**config.mk**
```make
export PLATFORM = sky130hd
export DESIGN_NAME = display_buf
export DESIGN_NICKNAME = d
export VERILOG_FILES = /design/src/rtl/display_pkg.sv /design/src/rtl/uart_tx_serializer.sv /design/src/rtl/display_buf.sv
export SDC_FILE = /design/constraint.sdc
export NUM_CORES = 1
export LEC_CHECK = 0
export CAP_MARGIN = 20
export CELL_PAD_IN_SITES_DETAIL_PLACEMENT = 1
export CELL_PAD_IN_SITES_GLOBAL_PLACEMENT = 2
export CORE_MARGIN = 5
export CORE_UTILIZATION = 40
export DETAILED_ROUTE_END_ITERATION = 7
export MAX_ROUTING_LAYER = met4
export PLACE_DENSITY = 0.7
export SYNTH_ARGS = -nofsm -noshare
export SYNTH_HDL_FRONTEND = slang
export SYNTH_HIERARCHICAL = 1
export SYNTH_SLANG_ARGS = --single-unit
export TNS_END_PERCENT = 20
```
**constraint.sdc**
```tcl
create_clock -name clk -period 3.3 [get_ports clk]
set_clock_uncertainty 0.05 [all_clocks]
set_input_delay 0.66 -clock clk [delete_from_list [all_inputs] [get_ports clk]]
set_output_delay 0.66 -clock clk [all_outputs]
set_load 0.02 [all_outputs]
```
**src/rtl/display_pkg.sv**
```systemverilog
// Shared types and constants for the display output path: the serializer
// state encoding, the ASCII characters involved in CR/LF expansion and the frame width.
package display_pkg;

  typedef enum logic [1:0] {
    IDLE,
    START,
    DATA,
    STOP
  } ser_state_t;

  localparam logic [6:0] ASCII_CR = 7'h0D;
  localparam logic [6:0] ASCII_LF = 7'h0A;

  localparam int FRAME_DATA_BITS = 8;

endpackage

```
**src/rtl/uart_tx_serializer.sv**
```systemverilog
// 8N1 UART transmitter: start bit, 8 data bits LSB first, stop bit, each bit
// CLKS_PER_BIT clocks wide; tx comes straight from a flop so the line never glitches.
module uart_tx_serializer #(
  parameter int CLKS_PER_BIT = 868
) (
  input  logic       clk,
  input  logic       rst,
  input  logic       start,
  input  logic [7:0] data,
  output logic       tx,
  output logic       busy,
  output logic       done
);
  import display_pkg::*;

  localparam int CW = (CLKS_PER_BIT > 1) ? $clog2(CLKS_PER_BIT) : 1;
  localparam logic [CW-1:0] CNT_LAST = CW'(CLKS_PER_BIT - 1);
  localparam logic [CW-1:0] CNT_ONE  = CW'(1);
  localparam logic [2:0]    BIT_LAST = 3'(FRAME_DATA_BITS - 1);

  ser_state_t    state;
  logic [CW-1:0] clk_cnt;
  logic [2:0]    bit_cnt;
  logic [7:0]    shift;
  logic          bit_end;

  assign bit_end = (clk_cnt == CNT_LAST);
  // done marks the final clock of the stop bit, i.e. the edge that returns to IDLE
  assign done    = (state == STOP) && bit_end;

  always_ff @(posedge clk or posedge rst) begin
    if (rst) begin
      state   <= IDLE;
      clk_cnt <= '0;
      bit_cnt <= '0;
      shift   <= '0;
      tx      <= 1'b1;
      busy    <= 1'b0;
    end else begin
      case (state)
        IDLE: begin
          if (start) begin
            shift   <= data;
            bit_cnt <= '0;
            clk_cnt <= '0;
            tx      <= 1'b0;
            busy    <= 1'b1;
            state   <= START;
          end
        end
        START: begin
          if (bit_end) begin
            clk_cnt <= '0;
            tx      <= shift[0];
            state   <= DATA;
          end else begin
            clk_cnt <= clk_cnt + CNT_ONE;
          end
        end
        DATA: begin
          if (bit_end) begin
            clk_cnt <= '0;
            if (bit_cnt == BIT_LAST) begin
              tx    <= 1'b1;
              state <= STOP;
            end else begin
              bit_cnt <= bit_cnt + 3'd1;
              shift   <= {1'b0, shift[7:1]};
              tx      <= shift[1];
            end
          end else begin
            clk_cnt <= clk_cnt + CNT_ONE;
          end
        end
        STOP: begin
          if (bit_end) begin
            clk_cnt <= '0;
            busy    <= 1'b0;
            state   <= IDLE;
          end else begin
            clk_cnt <= clk_cnt + CNT_ONE;
          end
        end
        default: state <= IDLE;
      endcase
    end
  end

endmodule

```
**src/rtl/display_buf.sv**
```systemverilog
// CPU-to-terminal output buffer: character FIFO drained by a UART serializer.
// Define DISP_CRLF_EN to transmit CR ahead of every LF.
module display_buf #(
  parameter int DEPTH        = 16,
  parameter int CLKS_PER_BIT = 868
) (
  input  logic       clk,
  input  logic       rst,
  input  logic       DISP_write_en,
  input  logic [6:0] DISP_data,
  input  logic       DISP_clear,
  output logic       DISP_status,
  output logic       buf_full,
  output logic       buf_empty,
  output logic       tx_busy,
  output logic       tx
);
  import display_pkg::*;

  localparam int AW = (DEPTH > 1) ? $clog2(DEPTH) : 1;
  localparam logic [AW-1:0] PTR_ONE  = AW'(1);
  localparam logic [AW:0]   CNT_FULL = (AW + 1)'(DEPTH);

  logic [6:0]    mem [DEPTH];
  logic [AW-1:0] wr_ptr;
  logic [AW-1:0] rd_ptr;
  logic [AW:0]   count;
  logic [AW:0]   count_next;
  logic [6:0]    head;
  logic [6:0]    ser_char;
  logic          push;
  logic          pop;
  logic          start;
  logic          ser_idle;
  logic          ser_done;

  assign head        = mem[rd_ptr];
  assign push        = DISP_write_en && !buf_full && !DISP_clear;
  assign start       = ser_idle && !buf_empty;
  assign DISP_status = ~buf_full;

`ifdef DISP_CRLF_EN
  // An LF at the head first launches a CR frame without popping; cr_sent
  // remembers that so the following launch sends the LF itself and pops it.
  logic cr_sent;
  logic insert_cr;

  assign insert_cr = (head == ASCII_LF) && !cr_sent;
  assign ser_char  = insert_cr ? ASCII_CR : head;
  assign pop       = start && !insert_cr;

  always_ff @(posedge clk or posedge rst) begin
    if (rst) begin
      cr_sent <= 1'b0;
    end else if (DISP_clear || pop) begin
      cr_sent <= 1'b0;
    end else if (start) begin
      cr_sent <= 1'b1;
    end
  end
`else
  assign ser_char = head;
  assign pop      = start;
`endif

  always_comb begin
    count_next = count + {{AW{1'b0}}, push} - {{AW{1'b0}}, pop};
  end

  always_ff @(posedge clk) begin
    if (push) begin
      mem[wr_ptr] <= DISP_data;
    end
  end

  // Clear flushes only queued characters; a frame already launched runs to completion.
  always_ff @(posedge clk or posedge rst) begin
    if (rst) begin
      wr_ptr    <= '0;
      rd_ptr    <= '0;
      count     <= '0;
      buf_full  <= 1'b0;
      buf_empty <= 1'b1;
      ser_idle  <= 1'b1;
    end else begin
      if (DISP_clear) begin
        wr_ptr    <= '0;
        rd_ptr    <= '0;
        count     <= '0;
        buf_full  <= 1'b0;
        buf_empty <= 1'b1;
      end else begin
        if (push) begin
          wr_ptr <= wr_ptr + PTR_ONE;
        end
        if (pop) begin
          rd_ptr <= rd_ptr + PTR_ONE;
        end
        count     <= count_next;
        buf_full  <= (count_next == CNT_FULL);
        buf_empty <= (count_next == '0);
      end
      if (start) begin
        ser_idle <= 1'b0;
      end else if (ser_done) begin
        ser_idle <= 1'b1;
      end
    end
  end

  uart_tx_serializer #(
    .CLKS_PER_BIT(CLKS_PER_BIT)
  ) u_serializer (
    .clk  (clk),
    .rst  (rst),
    .start(start),
    .data ({1'b0, ser_char}),
    .tx   (tx),
    .busy (tx_busy),
    .done (ser_done)
  );

endmodule

```
==> metrics.txt <==
Ports 16; final setup vio count 0; Pins Over Slew Limit 0; Final ANT Viol Nets 0; Core Region 0.0163 mm²; Area Overhead vs Synth 15.8%; r2r worst-path depth 10; Max Cap Viol 0; post-synthesis compound-gate area fraction 3.53%; ant diodes 0; combinational power share 6.6%; cts-stage hold buffer count 0; largest family of logic cells by synthesized area multiplexers; top_reg_cell synth edfxtp_1; Synth Area in Simple Gates 8.26%; switching share of power 21.4%; Hold Crit Class reg -> reg; Post-CTS Setup Inserts 0; CTS tree built; number of synthesized register bits 153; Worst Tran Pin Value 687 ps; Hold Startpoint u_serializer/shift[2]$_DFFE_PP0P_; RePlAce Congestion 0.744; largest net degree at the start of global routing 32; Yosys cell types 46; die footprint 0.0191 mm²; peak supply drop 0.356 mV; hold depth 1; run status finished clean; GRT Overall Usage 14.7%; Hold Path Sink u_serializer/shift[2]$_DFFE_PP0P_; layout net count 474; initial antenna violation count 0; RSZ-0062 raised after global routing no; I/O Buffers 15; Synth warnings 6; Final Hold Viols 0; total power 4.37 mW; Core Rows 47; Post-Syn Area 0.00659 mm²; Post-DP HPWL 8700 µm; Max-slew headroom 54.1%; first-pass GRT wire length 21100 µm; Num CTS Buffers 17; Die Span Y 138 µm; count leader, synth edfxtp_1; Reg2Reg Setup Slack 650 ps; layout cells sized above 1 18.2%; vias in the first global route 3721; PwrDens 573 mW/mm²; drt first pass iters 4; hold slack 432 ps; Slowest Stage Delay on Critical Path 450 ps; Worst Setup End Kind flop; Syn Inst Count 410; Leak Pwr 2.78 nW; Crit Reg-Reg Endpoint buf_full$_DFF_PP0_; clk slew on worst S/H paths 60 ps; Synth Area in Adders 3.72%; CTS root buffer clkbuf_16; area leader, netlist edfxtp_1; Synth Area in XOR/XNOR 2.39%; Worst Setup Start Kind input port; cell-internal power 3.44 mW; syn avg cell area 16.1 µm²; share of the synthesized area in the top cell type 51.0%; GRT overflow 0; final critical-path share of the clock period 86.7%; Clk pwr share 44.2%; Synth area leaders edfxtp_1 51%, dfrtp_1 14%, mux4_2 8.2%; mux contribution to synthesized area 13.0%; DRC 0; critical path required time 3570 ps; CP arrival 3130 ps; synth cell count leaders 112 x edfxtp_1, 38 x dfrtp_1, 30 x nor2_1, 24 x mux4_2, 21 x nand2_1; DRT iter0 DRCs 143; cts repair resizes 0; Max clock buf depth 2; Async SR Flop Fraction 26.8%; Crit Path Max Fanout 3; post-synthesis sequential area ratio 66.7%; switching power 936 µW; Clk Latency, worst-skew pair 430 ps; Syn Nets 440; total number of H-tree levels 4; vias 3433; drt total wl 12800 µm; part of the power in registers 49.2%; Post-synth EDFFs 112; crit-path cells clkdlybuf4s50_1 > nor2b_1 > nand2_1 > ha_1 > inv_1 > ha_1 > fa_1 > a21o_1 > a21oi_1 > xnor2_1 > nor4bb_1; CTS Sinks 153; Initial Util 40.3%; Reg2Reg Launch Point buf_empty$_DFF_PP1_; slowest stage cell on the critical path clkdlybuf4s50_1; CP Class in -> reg; Chip Width 138 µm; shortest period the worst path allows 2860 ps; Via density 5.07; max frequency 349 MHz; Crit path top cell by count ha_1; wire per inst 18.9 µm
per-layer routing:
layer / up-vias / part of all wire (%) / track usage (%)
met5: - / 0 / -
met4: 0 / 1.3 / 4.84
met3: 16 / 3.5 / 3.66
met2: 55 / 49 / 22.9
met1: 1750 / 46 / 19.1
li1: 1612 / - / -
worst max path at each step:
stage | from | endpoint | slack (ps) | cells past startpoint
after global routing | DISP_write_en | buf_full$_DFF_PP0_ | 210 | 11
after global placement | DISP_write_en | buf_full$_DFF_PP0_ | 130 | 11
after CTS | DISP_write_en | buf_full$_DFF_PP0_ | 400 | 11
after floorplan | DISP_write_en | buf_full$_DFF_PP0_ | 570 | 11
after detailed placement | DISP_write_en | buf_full$_DFF_PP0_ | -8 | 11
final | DISP_write_en | buf_full$_DFF_PP0_ | 440 | 11
sequential cells by signal, indices dropped and copies added, names as in the netlist:
| name | cells |
|---|---|
| mem | 112 |
| u_serializer/clk_cnt | 10 |
| u_serializer/shift | 8 |
| count | 5 |
| rd_ptr | 4 |
| wr_ptr | 4 |
| u_serializer/bit_cnt | 3 |
| u_serializer/state | 2 |
| buf_empty | 1 |
| buf_full | 1 |
| ser_idle | 1 |
| u_serializer/busy | 1 |
| u_serializer/tx | 1 |
placed cells by master, fill, tap and decap left out, types with 9 or more instances in the layout:
cell	n
nor2b_1	9
ha_1	18
inv_1	17
a22oi_1	14
xnor2_1	10
mux2_2	9
dfrtp_1	37
clkbuf_16	17
mux4_2	24
edfxtp_1	112
nand2_1	21
buf_4	16
mux2_1	9
and2_1	15
clkdlybuf4s50_1	15
nor2_1	30
metrics by stage:
stage          setup TNS [ps]  util, %  instance area [µm²]  worst slack [ps]  std cells
2_1_floorplan               0        -                 6590               567        410
5_1_grt                     0     46.7                 7630               207        677
3_3_place_gp                0     43.1                 7050               132        645
4_1_cts                     0     46.7                 7630               397        677
3_5_place_dp            -8.39     43.1                 7050             -8.39        645
6_report                    0     46.7                 7630               438        677
logic make-up (layout without fill, tap and decap cells):
kind of cell | after synthesis | in the layout
AOI/OAI and AO/OA | 34 | 34
xor gates and xnor gates | 18 | 18
adders and majority gates | 19 | 19
buffers and inverters | 33 | 80
DFF | 153 | 153
muxes | 47 | 47
other | 1 | 1
and+or+nand+nor | 105 | 105
power groups by stage:
stage                     Clock, mW  Sequential, mW  Combinational (mW)
after floorplan                   0            2.19               0.178
after global placement            0            2.19               0.284
after detailed placement          0            2.19               0.294
after CTS                      1.98            2.15               0.297
after global routing           2.08            2.15               0.328
final                          1.93            2.15               0.290
critical path, delay by kind of cell:
| family | cells | cell delay (ps) |
|---|---|---|
| fa+ha+maj | 3 | 900 |
| xor+xnor | 1 | 140 |
| compound gates | 2 | 360 |
| buf+inv | 2 | 490 |
| simple gates | 3 | 590 |
area by class of cell:
cell class	count	area [µm²]
clock inverters	11	145
repair buffers	31	270
clock buffers	21	440
well taps	220	275
multi-input cells	224	2040
inverters	17	63.8
flip-flops and latches	153	4390
fillers	1635	8720
Note: power is estimated with default switching activity, not from simulation.
